File: config.mk
export PLATFORM = sky130hd
export DESIGN_NAME = twobit
export DESIGN_NICKNAME = d
export VERILOG_FILES = /design/src/rtl/twobit.sv
export SDC_FILE = /design/constraint.sdc
export NUM_CORES = 1
export LEC_CHECK = 0
export ABC_AREA = 1
export CAP_MARGIN = 20
export CORE_AREA = 2 2 39 41
export CTS_CLUSTER_SIZE = 30
export DETAILED_ROUTE_END_ITERATION = 16
export DIE_AREA = 0 0 41 43
export HOLD_SLACK_MARGIN = 0.12
export PLACE_DENSITY = 0.5
export REMOVE_ABC_BUFFERS = 1
export SLEW_MARGIN = 5
export SYNTH_ARGS = -nofsm -noshare
export SYNTH_HDL_FRONTEND = slang
export SYNTH_SLANG_ARGS = --single-unit
File: constraint.sdc
create_clock -name clk -period 0.8 [get_ports clk]
set_input_delay 0.08 -clock clk [delete_from_list [all_inputs] [get_ports clk]]
set_output_delay 0.08 -clock clk [all_outputs]
set_load 0.01 [all_outputs]
File: src/rtl/twobit.sv
// Two-bit ripple subtractor (two full-subtractor cells) with registered outputs; ovf port via TWOBIT_OVF_EN.
// Latency 1 cycle, one result per accepted cycle; no backpressure, outputs hold while in_valid is low.
module twobit (
  input  logic       clk,
  input  logic       rst_n,
  input  logic [1:0] a,
  input  logic [1:0] b,
  input  logic       bin,
  input  logic       in_valid,
  output logic [1:0] d,
  output logic       bout,
  output logic       out_valid
`ifdef TWOBIT_OVF_EN
  ,
  output logic       ovf
`endif
);

  logic [2:0] br;
  logic [1:0] diff;

  assign br[0] = bin;

  for (genvar i = 0; i < 2; i++) begin : g_cell
    assign diff[i]  = a[i] ^ b[i] ^ br[i];
    assign br[i+1]  = (~a[i] & b[i]) | (~(a[i] ^ b[i]) & br[i]);
  end

  always_ff @(posedge clk or negedge rst_n) begin
    if (!rst_n) begin
      d         <= 2'b00;
      bout      <= 1'b0;
      out_valid <= 1'b0;
    end else begin
      out_valid <= in_valid;
      if (in_valid) begin
        d    <= diff;
        bout <= br[2];
      end
    end
  end

`ifdef TWOBIT_OVF_EN
  // Signed overflow: borrow into the sign cell differs from borrow out of it.
  always_ff @(posedge clk or negedge rst_n) begin
    if (!rst_n) begin
      ovf <= 1'b0;
    end else if (in_valid) begin
      ovf <= br[1] ^ br[2];
    end
  end
`endif

endmodule

# After elaboration in Yosys (flattened, before gate mapping)
# Index checks and enable logic that the tools add are counted.
# word_totals
reg_bits,4
inputBits,8
output_inout_bits,4
wordCells,17
# classes
bitwise_logic,14
# op_table
op,count
$and 1x1->1,4
$not 1->1,4
$xor 1x1->1,4
$or 1x1->1,2

# Depth between registers and ports, before layout
# depth
ltp_word,6
mapped_depth,7
mapped_depth_nobuf,7

# Worst setup path after synthesis
# Ideal clock, no wire load.
# synth_timing
path_type,in2reg
from,input a[0]
to,register d[1]
setup_time_ns,0.117
t_arrival_ns,1.085
required_time_ns,0.683
slack_ns,-0.401
path_stages,6
n_path_buf,0
cell_sequence,inv_1 > fa_1 > inv_1 > fa_1 > nand2_1 > nand2_1
# synth_via
elab_chain_len,5
elab_cells_between_ends,7
classes_between,7 x bitwise
# synth_rtl
element,line_no,text
from (decl),6,"input logic [1:0] a,"
$xor 1x1->1,26,assign br[i+1] = (~a[i] & b[i]) | (~(a[i] ^ b[i]) & br[i]);
$not 1->1,26,
$and 1x1->1,26,
$or 1x1->1 *,26,
$xor 1x1->1 *,25,assign diff[i] = a[i] ^ b[i] ^ br[i];
net diff[1],20,logic [1:0] diff;
to (signal assigned),37,d <= diff;
to (decl),10,"output logic [1:0] d,"
# The timed path passes the listed nets; every way through them passes the cells marked *.
# A chain may end at the register's enable or synchronous reset.

# Worst setup path after layout
# layout_timing
from,input bin
to,register d[1]
# layout_via
elab_chain_len,3
# layout_rtl
element,line_no,text
from (decl),8,"input logic bin,"
$and 1x1->1,26,
$or 1x1->1,26,
$xor 1x1->1,25,
net diff[1],20,
# The timed path passes the listed nets, and every way through them passes these cells.

==> results.md <==
- Synth unique cells: 5
- Worst Hold Margin: 0.116 ns
- Total instance count after detailed placement: 51
- Wire length of the first global-routing pass: 586 microns
- Cell area after synthesis: 196 sq um
- Initial cell density of the core: 14.2%
- Clock period minus worst slack: 0.989 ns
- Fraction of final layout cells sized beyond drive strength 1: 44.7%
- Root cell of the clock tree: sky130_fd_sc_hd__clkbuf_4
- Synthesis Warnings: 0
- Setup Total Neg Slack: -0.344 ns
- Count of nets after finishing: 50
- Worst slew margin relative to its limit: 87.1%
- Wire length on met1: 150 microns
- 1st-pass router iterations: 1
- Leakage power summed over all cells: 0.203 nW
- Power, Total: 0.645 mW
- Clock Skew: 0 ns
- Portion of the post-synthesis area used by sequential elements: 51.0%
- Outcome: finished, violations left
- Worst-margin pin slew: 0.193 ns
- Setup Slack @ Placement: -0.914 ns
- Worst-Skew Late Latency: 0.23 ns
- Synthesis-to-finish area growth: 80.3%
- Unrepaired setup endpoints after global routing: true
- Post-route setup slack: -0.189 ns
- Wirelength, routed: 365 microns
- H-tree depth: 1
- Average cell area after synthesis: 9.35 sq um
- Max Cap Violations: 0
- Critical setup path kind: input pin to flip-flop
- Clock Path Buffers: 2
- Share of Yosys cell area claimed by the top area cell type: 51.0%
- CTS tree: yes
- Post-detailed-route wirelength per cell: 6.76 microns
- Fin. Hold Viols: 0
- Non-Filler Cell Area, Final: 354 sq um
- Number of diodes: 0
- Cell type with the highest aggregate area in the netlist: sky130_fd_sc_hd__dfrtp_1
- Crit path required time: 0.92 ns
- R2R setup slack: 0.09 ns
- Initial antenna violation count: 0
- Wire length on met2: 130 microns
- Kind of launch point of the worst setup path: input pin
- Leading cell types in the layout, fill and taps excluded: sky130_fd_sc_hd__nand2_1 (9), sky130_fd_sc_hd__buf_2 (5), sky130_fd_sc_hd__dfrtp_1 (4)
- Largest net degree at the start of global routing: 6
- Tcrit/Tclk final: 124%
- Most common cell after layout, fill and taps aside: sky130_fd_sc_hd__nand2_1
- CTS Buf Count: 3
- Clock transition at the registers of the reported paths: 0.04 ns
- Violated checks: setup timing
- Cell area after placement: 349 sq um
- Final non-filler cell total: 54
- Site row count: 14
- Total track usage: 6.16%
- Vias in the first global route: 153
- Share of the core filled with cells in the final layout: 25.6%
- Synthesized flop and latch total: 4
- Instance count of the mapped netlist: 21
- Top-Level Pins: 12
- Detailed Route Iter0 Violations: 0
- Clock Sink Count: 4
- Top layer in use: met4
- Count of vias placed by the detailed router: 175
- Routed via count divided by cell count: 3.24
- Worst Setup End Kind: flip-flop
- DR WL met3: 54 microns
- Last weighted congestion value of the routability-driven placer: 0.627
- Type of the tightest min-delay check: input pin to async pin
- Final routed DRC violation total: 0
- Remaining global-route overflow: 0
- Top fanout value on the critical path: 1
- Die height: 43 microns
- Placeable Area: 1380 sq um
- Worst ir drop on vdd: 395 uV
- F_max: 1.01 GHz
- Horizontal die dimension: 41 microns
- IO Port Bufs: 11
- Pins over their slew limit: 0
- Endpoints failing setup: 5
- Pwr dens: 1820 nW/um^2
- Die Footprint: 1760 sq um
- Synth top area cells: sky130_fd_sc_hd__dfrtp_1 (51%), sky130_fd_sc_hd__fa_1 (20%), sky130_fd_sc_hd__nand2_1 (17%)
- CP arrival: 1.11 ns
- Antenna violation net count after detailed routing: 0
## logic make-up after synthesis
kind of cell / count (synthesis) / synth area share (%)
adder cells (fa/ha/maj): 2 / 20.4
buffers and inverters: 6 / 11.5
flip-flops: 4 / 51.0
AND/OR/NAND/NOR: 9 / 17.2
## cell type report
class | count | area, sq um
Fill cell | 152 | 1030
Timing Repair Buffer | 14 | 113
Sequential cell | 4 | 100
Multi-Input combinational cell | 11 | 76.3
Clock buffer | 3 | 22.5
Inverter | 6 | 22.5
Tap cell | 16 | 20.0
## path summary, 6_finish.rpt
kind                            start  endpoint  depth (start not counted)
worst min-delay path            rst_n      d[1]                          1
worst min register to register   d[1]      d[1]                          3
min in group clk                  bin      d[0]                          5
max in group asynchronous       rst_n      d[0]                          1
worst max register to register   bout      bout                          3
worst max-delay path              bin      d[1]                          6
## Yosys cell counts
library cell and n:
sky130_fd_sc_hd__dfrtp_1 4, sky130_fd_sc_hd__inv_1 5, sky130_fd_sc_hd__nand2_1 9, sky130_fd_sc_hd__fa_1 2, sky130_fd_sc_hd__inv_2 1
## repair_timing
action,CTS,global route
hold buffers,1,0
endpoints found under the hold margin,4,0
buffers inserted,0,0
pin swaps,4,1
endpoints found under the setup margin,7,10
gates resized for setup,30,3
## state kept, by name (all words and copies together) (netlist names)
register	flops
out_valid	1
bout	1
d	2
## worst max-delay path: stages
cell,delay [ns]
sky130_fd_sc_hd__buf_6,0.09
sky130_fd_sc_hd__fa_2,0.37
sky130_fd_sc_hd__inv_2,0.06
sky130_fd_sc_hd__fa_1,0.40
sky130_fd_sc_hd__nand2_1,0.07
sky130_fd_sc_hd__nand2_1,0.04
## power breakdown
group | switching [mW] | total [mW] | leakage (nW) | internal, mW
sequential | 0.0105 | 0.239 | 0.0482 | 0.228
clock | 0.0767 | 0.244 | 0.0138 | 0.167
combinational | 0.0678 | 0.162 | 0.141 | 0.0943
## routing by layer
layer | GRT usage, % | vias up
li1 | - | 92
met1 | 6.89 | 64
met2 | 5.00 | 15
met3 | 1.57 | 4
met4 | 14.0 | 0
met5 | 0 | -
Note: power is estimated with default switching activity, not from simulation.
